### src/rtl/reg_bank_gen.sv
// CPU register bank: control/self-clearing registers, sticky status and an indirect-read engine.
// Optional macro REG_BANK_RDCLR_EN selects clear-on-read status (default: write-1-to-clear).
module reg_bank_gen #(
  parameter int unsigned         DW         = 16,
  parameter int unsigned         AW         = 8,
  parameter int unsigned         NREG       = 36,
  parameter logic [NREG*DW-1:0]  INIT       = '0,
  parameter logic [NREG-1:0]     PULSE_MASK = '0,
  parameter int unsigned         NSTAT      = 4,
  parameter int unsigned         IAW        = 6,
  parameter int unsigned         TIMEOUT    = 255
) (
  input  logic                  Clk,
  input  logic                  Reset,
  input  logic                  CSB,
  input  logic                  WRB,
  input  logic [AW-1:0]         CA,
  input  logic [DW-1:0]         CD_in,
  output logic [DW-1:0]         CD_out,
  output logic                  Ack,
  output logic [NREG*DW-1:0]    Ctrl_out,
  output logic [NREG-1:0]       Wr_pulse,
  input  logic [NSTAT*DW-1:0]   Stat_set,
  output logic [IAW-1:0]        Ind_rd_addr,
  output logic                  Ind_rd_apply,
  input  logic                  Ind_rd_grant,
  input  logic [2*DW-1:0]       Ind_rd_dout
);

  localparam int unsigned IndCmd   = NREG + NSTAT;
  localparam int unsigned IndStat  = IndCmd + 1;
  localparam int unsigned IndDataL = IndCmd + 2;
  localparam int unsigned IndDataH = IndCmd + 3;
  localparam logic [7:0]  TimeoutCnt = 8'(TIMEOUT);

  typedef enum logic [0:0] {StIdle, StReq} ind_state_e;

  logic              csb_q;
  logic              acc_start, acc_wr, acc_rd;
  int unsigned       widx;
  logic              unused_ca0;

  logic [DW-1:0]     ctrl_q [NREG];
  logic [DW-1:0]     ctrl_d [NREG];
  logic [NREG-1:0]   wr_pulse_q, wr_pulse_d;
  logic [DW-1:0]     stat_q [NSTAT];
  logic [DW-1:0]     stat_d [NSTAT];
  logic [DW-1:0]     stat_clr [NSTAT];

  ind_state_e        state_q, state_d;
  logic [7:0]        cnt_q, cnt_d, cnt_inc;
  logic [IAW-1:0]    addr_q, addr_d;
  logic [2*DW-1:0]   shadow_q, shadow_d;
  logic              done_q, done_d, tout_q, tout_d;
  logic              busy;

  logic [DW-1:0]     rdata;
  logic [DW-1:0]     cd_out_q;
  logic              ack_q;

  // One access per CSB-low period: start only on the falling CSB edge as seen by csb_q.
  assign acc_start  = !CSB && csb_q;
  assign acc_wr     = acc_start && !WRB;
  assign acc_rd     = acc_start && WRB;
  assign widx       = 32'(CA[AW-1:1]);
  assign unused_ca0 = CA[0];
  assign busy       = (state_q == StReq);
  assign cnt_inc    = cnt_q + 8'd1;

  always_comb begin
    for (int unsigned i = 0; i < NREG; i++) begin
      ctrl_d[i]     = ctrl_q[i];
      wr_pulse_d[i] = acc_wr && (widx == i);
      // Self-clearing registers fall back to their reset value after one visible cycle.
      if (PULSE_MASK[i] && wr_pulse_q[i]) ctrl_d[i] = INIT[i*DW +: DW];
      if (acc_wr && (widx == i))          ctrl_d[i] = CD_in;
    end
  end

  always_comb begin
    for (int unsigned j = 0; j < NSTAT; j++) begin
      stat_clr[j] = '0;
`ifdef REG_BANK_RDCLR_EN
      if (acc_rd && (widx == NREG + j)) stat_clr[j] = '1;
`else
      if (acc_wr && (widx == NREG + j)) stat_clr[j] = CD_in;
`endif
      // Set is applied after clear so a coincident event is never lost.
      stat_d[j] = (stat_q[j] & ~stat_clr[j]) | Stat_set[j*DW +: DW];
    end
  end

  always_comb begin
    state_d  = state_q;
    cnt_d    = cnt_q;
    addr_d   = addr_q;
    shadow_d = shadow_q;
    done_d   = done_q;
    tout_d   = tout_q;
    unique case (state_q)
      StIdle: begin
        if (acc_wr && (widx == IndCmd)) begin
          addr_d  = CD_in[IAW-1:0];
          done_d  = 1'b0;
          tout_d  = 1'b0;
          cnt_d   = '0;
          state_d = StReq;
        end
      end
      StReq: begin
        cnt_d = cnt_inc;
        if (Ind_rd_grant) begin
          shadow_d = Ind_rd_dout;
          done_d   = 1'b1;
          state_d  = StIdle;
        end else if (cnt_inc == TimeoutCnt) begin
          tout_d  = 1'b1;
          state_d = StIdle;
        end
      end
    endcase
  end

  always_comb begin
    rdata = '0;
    for (int unsigned i = 0; i < NREG; i++) begin
      if (widx == i) rdata = ctrl_q[i];
    end
    for (int unsigned j = 0; j < NSTAT; j++) begin
      if (widx == NREG + j) rdata = stat_q[j];
    end
    if (widx == IndCmd)   rdata = DW'(addr_q);
    if (widx == IndStat)  rdata = DW'({tout_q, done_q, busy});
    if (widx == IndDataL) rdata = shadow_q[DW-1:0];
    if (widx == IndDataH) rdata = shadow_q[2*DW-1:DW];
  end

  always_ff @(posedge Clk or posedge Reset) begin
    if (Reset) begin
      csb_q      <= 1'b1;
      cd_out_q   <= '0;
      ack_q      <= 1'b0;
      wr_pulse_q <= '0;
      for (int unsigned i = 0; i < NREG; i++) ctrl_q[i] <= INIT[i*DW +: DW];
      for (int unsigned j = 0; j < NSTAT; j++) stat_q[j] <= '0;
      state_q    <= StIdle;
      cnt_q      <= '0;
      addr_q     <= '0;
      shadow_q   <= '0;
      done_q     <= 1'b0;
      tout_q     <= 1'b0;
    end else begin
      csb_q      <= CSB;
      ack_q      <= acc_start;
      wr_pulse_q <= wr_pulse_d;
      if (acc_rd) cd_out_q <= rdata;
      for (int unsigned i = 0; i < NREG; i++) ctrl_q[i] <= ctrl_d[i];
      for (int unsigned j = 0; j < NSTAT; j++) stat_q[j] <= stat_d[j];
      state_q    <= state_d;
      cnt_q      <= cnt_d;
      addr_q     <= addr_d;
      shadow_q   <= shadow_d;
      done_q     <= done_d;
      tout_q     <= tout_d;
    end
  end

  for (genvar g = 0; g < NREG; g++) begin : g_ctrl_out
    assign Ctrl_out[g*DW +: DW] = ctrl_q[g];
  end

  assign CD_out       = cd_out_q;
  assign Ack          = ack_q;
  assign Wr_pulse     = wr_pulse_q;
  assign Ind_rd_addr  = addr_q;
  assign Ind_rd_apply = busy;

endmodule
### config.mk
export PLATFORM = sky130hd
export DESIGN_NAME = reg_bank_gen
export DESIGN_NICKNAME = d
export VERILOG_FILES = /design/src/rtl/reg_bank_gen.sv
export SDC_FILE = /design/constraint.sdc
export NUM_CORES = 2
export LEC_CHECK = 0
export CORE_AREA = 2 2 296 298
export CTS_BUF_LIST = sky130_fd_sc_hd__clkbuf_8
export CTS_CLUSTER_DIAMETER = 80
export DETAILED_ROUTE_END_ITERATION = 8
export DIE_AREA = 0 0 298 300
export SYNTH_ARGS = -nofsm -noshare
export SYNTH_HDL_FRONTEND = slang
export SYNTH_SLANG_ARGS = --single-unit
### constraint.sdc
create_clock -name Clk -period 79.1 [get_ports Clk]
set_input_delay 15.82 -clock Clk [delete_from_list [all_inputs] [get_ports Clk]]
set_output_delay 15.82 -clock Clk [all_outputs]
set_load 0.02 [all_outputs]
# Word level (Yosys, flattened, before mapping)
# Index checks and enable logic that the tools add are counted.
[word_totals]
elab_cells = 223
register_bits = 743
output_inout_bits = 636
inputBits = 125
[classes]
add_sub_neg = 1
n_reduce_logical = 51
n_eq_ne = 48
mux = 60
n_bitwise = 13
[ops]
columns = ["operator", "n"]
rows = [
  ["$mux W16", 48],
  ["$eq A7 B5 Y1 const B", 16],
  ["$eq A7 B6 Y1 const B", 12],
  ["$and A16 B16 Y16", 4],
  ["$not A16 Y16", 4],
  ["$or A16 B16 Y16", 4],
  ["$eq A7 B4 Y1 const B", 8],
  ["$logic_and A1 B1 Y1", 44],
  ["$logic_not A32 Y1", 1],
  ["$eq A7 B3 Y1 const B", 4],
  ["$pmux W8 S2", 1],
  ["$eq A7 B2 Y1 const B", 2],
  ["$add A8 B1 Y8 const B", 1],
  ["$eq A8 B8 Y1 const B", 1],
  ["$mux W8", 1],
  ["$eq A7 B1 Y1 const B", 1],
  ["$mux W1", 7],
  ["$ne A2 B2 Y1 const B", 3],
  ["$pmux W1 S2", 3],
  ["$reduce_and A2 Y1", 3],
  ["$reduce_and A3 Y1", 1],
  ["$logic_not A1 Y1", 2],
  ["$ne A2 B1 Y1 const B", 1],
  ["$not A1 Y1", 1],
]

# Depth between registers and ports, before layout
[logic_depth]
depth_word = 45
mapped_depth = 12
ltp_nobuf = 8

# Worst setup path before layout
# Ideal clock, no wire load.
[synth_timing]
path_kind = "input to register"
startpoint = "input port CA[3]"
endpoint = "register ctrl_q, in the netlist Ctrl_out[432]"
path_slack_ps = 61297
path_buffers = 4
arrival_time_ps = 17678
path_stages = 8
setup_ps = 125
cell_sequence = "buf_2 buf_2 and4b_1 buf_2 nand2_1 nor2_1 buf_2 mux2_2"
[synth_between]
elab_chain_len = 2
[synth_rtl]
columns = ["element", "line_no", "text"]
rows = [
  ["from (decl)", "17", "input logic [AW-1:0] CA,"],
  ["$eq A7 B5 Y1", "-", ""],
  ["$logic_and A1 B1 Y1", "-", ""],
  ["net wr_pulse_d[27]", "45", "logic [NREG-1:0] wr_pulse_q, wr_pulse_d;"],
  ["to (decl)", "43", "logic [DW-1:0] ctrl_q [NREG];"],
]
# The timed path passes the listed nets, and every way through them passes these cells.
# A chain may end at the register's enable or synchronous reset.

# Final worst setup path
[layout_timing]
startpoint = "input port CA[1]"
endpoint = "register cd_out_q[1] (netlist: CD_out[1])"
[layout_between]
elab_chain_len = 45
word_cells_on_any_way = 88
classes_between = "43 x eq/ne; 44 x mux; 1 x reduce/logical"
[layout_rtl]
columns = ["element", "line_no", "text"]
rows = [
  ["$logic_not A32 Y1", "127", "if (widx == i) rdata = ctrl_q[i];"],
  ["$mux W16 (36 in series)", "127", ""],
  ["$mux W16 (4 in series)", "130", "if (widx == NREG + j) rdata = stat_q[j];"],
  ["$mux W16", "132", "if (widx == IndCmd) rdata = DW'(addr_q);"],
  ["$mux W16", "133", "if (widx == IndStat) rdata = DW'({tout_q, done_q, busy});"],
  ["$mux W16", "134", "if (widx == IndDataL) rdata = shadow_q[DW-1:0];"],
  ["$mux W16 *", "135", "if (widx == IndDataH) rdata = shadow_q[2*DW-1:DW];"],
  ["to (signal assigned)", "156", "if (acc_rd) cd_out_q <= rdata;"],
  ["to (decl)", "58", "logic [DW-1:0] cd_out_q;"],
]
# Mark *: on every way between the ends. The rest lies on a longest branch, timed or not.

==> flow_metrics.py <==
metrics = {
    "run_status": {
        "status": "complete, no violations",
    },
    "critical_path": {
        "r2r_cells": 7,
        "start_kind": "input port",
        "path_common_cell": "buf_4",
        "cpPeakStageDelay_ns": 0.97,
        "worstSetupPathType": "input port to flop",
        "end_kind": "flop",
        "path_max_fanout": 59,
        "crit_arrival_ns": 20.50,
        "required_ns": 79.85,
        "cpMaxStageDelayCell": "o311ai_1",
        "crit_chain": "buf_6 -> buf_4 -> nor2b_2 -> buf_4 -> a32oi_1 -> o221ai_1 -> a221oi_1 -> o311ai_1 -> a211oi_1 -> nor3_1",
    },
    "power_and_ir_drop": {
        "max-vdd-ir-drop_uv": 13.9,
        "p_per_area_mw_per_mm2": 19.7,
        "p_comb_share_pct": 11.9,
        "switching_share_pct": 28.5,
        "p_int_w": 0.000637,
        "seqPwrFrac_pct": 46.7,
        "clkPwrFrac_pct": 41.4,
        "finalPower_w": 0.000890,
        "p_sw_w": 0.000253,
        "power.leakage_nw": 20.2,
    },
    "sta": {
        "worst_pin_slew_ns": 1.32,
        "fin_setup_tns_ns": 0,
        "fin_skew_ns": 0.0368,
        "setup_viol": 0,
        "finalHoldViolCount": 0,
        "min_period_ns": 19.76,
        "final_max_slew_viol_count": 0,
        "relSlewSlack_pct": 11.9,
        "period_share_pct": 25.0,
        "fmax_ghz": 0.0506,
        "postLayoutSetupSlackWorst_ns": 59.34,
        "rsz0062_at_grt": "false",
    },
    "logic_synthesis": {
        "syn_avg_cell_area_um2": 12.7,
        "ys_seq_elements": 743,
        "ys.flop_type": "dfrtp_1",
        "synthArstFlopShare_pct": 100,
        "yosys.area.top_type_share_pct": 55.1,
        "synth_common_cells": "dfrtp_1, mux2_2, nand2_1",
        "synth.most_common_cell": "dfrtp_1",
        "yosys.cell_types.count": 86,
        "syn-instance-count": 2661,
        "synth_area_mm2": 0.0337,
        "synth-edff-count": 0,
        "yosys.area.top_type": "dfrtp_1",
        "synth-seq-area-share_pct": 55.2,
        "synth_nets": 2788,
        "ys_warn_count": 0,
        "synth.area.top_cells": "dfrtp_1, mux2_2, nand2_1, a22oi_1, a21o_1",
    },
    "flow_run": {
        "max_cap_viol_count": 0,
    },
    "global_route": {
        "grt_first_pass_wirelength_mm": 240,
        "gr-total-overflow": 0,
        "grt_max_degree": 150,
        "grt_pass1_vias": 29400,
        "grt_use_total_pct": 38.4,
        "antenna_found_initial": 13,
    },
    "clock_tree": {
        "cts_tree": "yes",
        "postCtsHoldBufs": 0,
        "cts_resized": 0,
        "cts_made_buffers": 134,
        "htree_levels": 4,
        "insertion_delay_ns": 0.84,
        "cts_sinks": 743,
        "clockBufferDepth": 3,
        "cts_root_buf": "clkbuf_8",
        "post_cts_buffers": 0,
        "clk_pin_slew_ns": 0.06,
    },
    "routing": {
        "first_iter_violations": 2786,
        "ant_nets": 0,
        "dr_wl_met3_mm": 18.4,
        "route.met2.wl_mm": 79.5,
        "first_pass_iters": 8,
        "drc": 0,
        "wl_per_cell_um": 37.2,
        "top_layer": "met5",
        "routed_wl_mm": 174,
        "wl_met1_mm": 65.8,
        "via_count": 28700,
        "vias_per_cell": 6.13,
    },
    "die": {
        "initial_core_util_pct": 39.1,
        "die_height_um": 300,
        "coreArea_mm2": 0.0862,
        "die_width_um": 298,
        "die_area_mm2": 0.0894,
        "pin_count": 761,
        "rows": 108,
    },
    "placement": {
        "dp.cells": 4449,
        "portBuffers": 759,
        "dp_hpwl_mm": 122,
        "gp_congestion": 0.926,
        "placed_area_mm2": 0.0425,
        "pre_cts_slack_ns": 58.61,
    },
    "layout": {
        "fin_cells": 4681,
        "stdcell_area_mm2": 0.0452,
        "drive_above_1_share_pct": 28.5,
        "nNetsFinal": 3557,
        "area_delta_synth_final_pct": 34.1,
        "num-fill-cells": 7655,
    },
    "worst_hold_path": {
        "min_path_cells": 1,
        "min_path_type": "flop to flop",
    },
}
through the flow:
stage,hold slack (ns),util [%]
finish,0.477,52.4
global route,0.493,52.4
CTS,0.478,52.4
detailed placement,0.465,49.3
global placement,0.457,49.3
floorplan,0.444,-
metal layers:
layer / track usage [%] / vias to the layer above
met5: 0 / -
met4: 21.6 / 10
met3: 13.0 / 461
met2: 59.9 / 1801
met1: 46.6 / 15000
li1: - / 11400
critical path: cells and delay by family:
| family | cells | cell delay, ns |
|---|---|---|
| AOI/OAI and AO/OA | 5 | 2.27 |
| buffers and inverters | 3 | 1.75 |
| and+or+nand+nor | 2 | 0.55 |
sequential cells by signal, indices dropped and copies added (netlist names):
name / count
Wr_pulse: 36
tout_q: 1
Ind_rd_addr: 6
CD_out: 16
done_q: 1
cnt_q: 8
shadow_q: 32
stat_q: 64
Ind_rd_apply: 1
Ctrl_out: 576
Ack: 1
csb_q: 1
cells in the final DEF, fill, tap and decap left out, types with 17 or more instances in the layout:
| cell type | count |
|---|---|
| a22oi_1 | 71 |
| clkdlybuf4s50_1 | 742 |
| a22o_1 | 17 |
| mux2i_1 | 27 |
| nand2_1 | 182 |
| o21ai_0 | 84 |
| nor3_1 | 26 |
| nor2_1 | 64 |
| clkbuf_8 | 166 |
| inv_1 | 74 |
| nand3_1 | 32 |
| mux2_2 | 627 |
| o22ai_1 | 26 |
| dfrtp_1 | 742 |
| a21oi_1 | 84 |
| a21o_1 | 68 |
| mux4_2 | 22 |
| buf_4 | 89 |
| a31oi_1 | 19 |
| o221ai_1 | 18 |
| a221oi_1 | 48 |
power by group through the flow:
stage	Sequential, W	Clock, W	Combinational [W]
finish	0.000416	0.000369	0.000106
CTS	0.000415	0.000373	0.000105
floorplan	0.000428	0	0.0000409
detailed placement	0.000422	0	0.000104
global placement	0.000421	0	0.000103
global route	0.000418	0.000390	0.000110
cells by family (layout without fill, tap and decap cells):
| logic type | after synthesis | count (layout) | share of synthesized area, % |
|---|---|---|---|
| fa+ha+maj | 2 | 2 | 0.0743 |
| buf+inv | 253 | 1113 | 3.34 |
| flops | 743 | 743 | 55.2 |
| compound gates | 538 | 538 | 11.2 |
| mux | 676 | 676 | 23.2 |
| simple gates | 443 | 443 | 6.75 |
| xor+xnor | 6 | 6 | 0.156 |
| other cells | 0 | 5 | 0 |
path summary, 6_finish.rpt:
path,start,to,slack [ns]
min,stat_q[27],stat_q[27],0.48
max reg2reg,csb_q,CD_out[13],74.99
max in group asynchronous,Reset,Ctrl_out[390],60.21
max,CA[1],CD_out[1],59.34
min in group asynchronous,Reset,stat_q[42],15.51
min reg2reg,stat_q[27],stat_q[27],0.48
final cells by class:
type,count,area [um2],area share (%)
Inverter,38,150,0.332
Antenna cell,5,12.5,0.0277
Clock inverter,61,368,0.815
Clock buffer,166,2280,5.06
Sequential cell,743,18600,41.2
Multi-Input combinational cell,1665,14100,31.2
Timing Repair Buffer,848,8200,18.2
Tap cell,1155,1450,3.20
(Power assumes the default switching activity.)
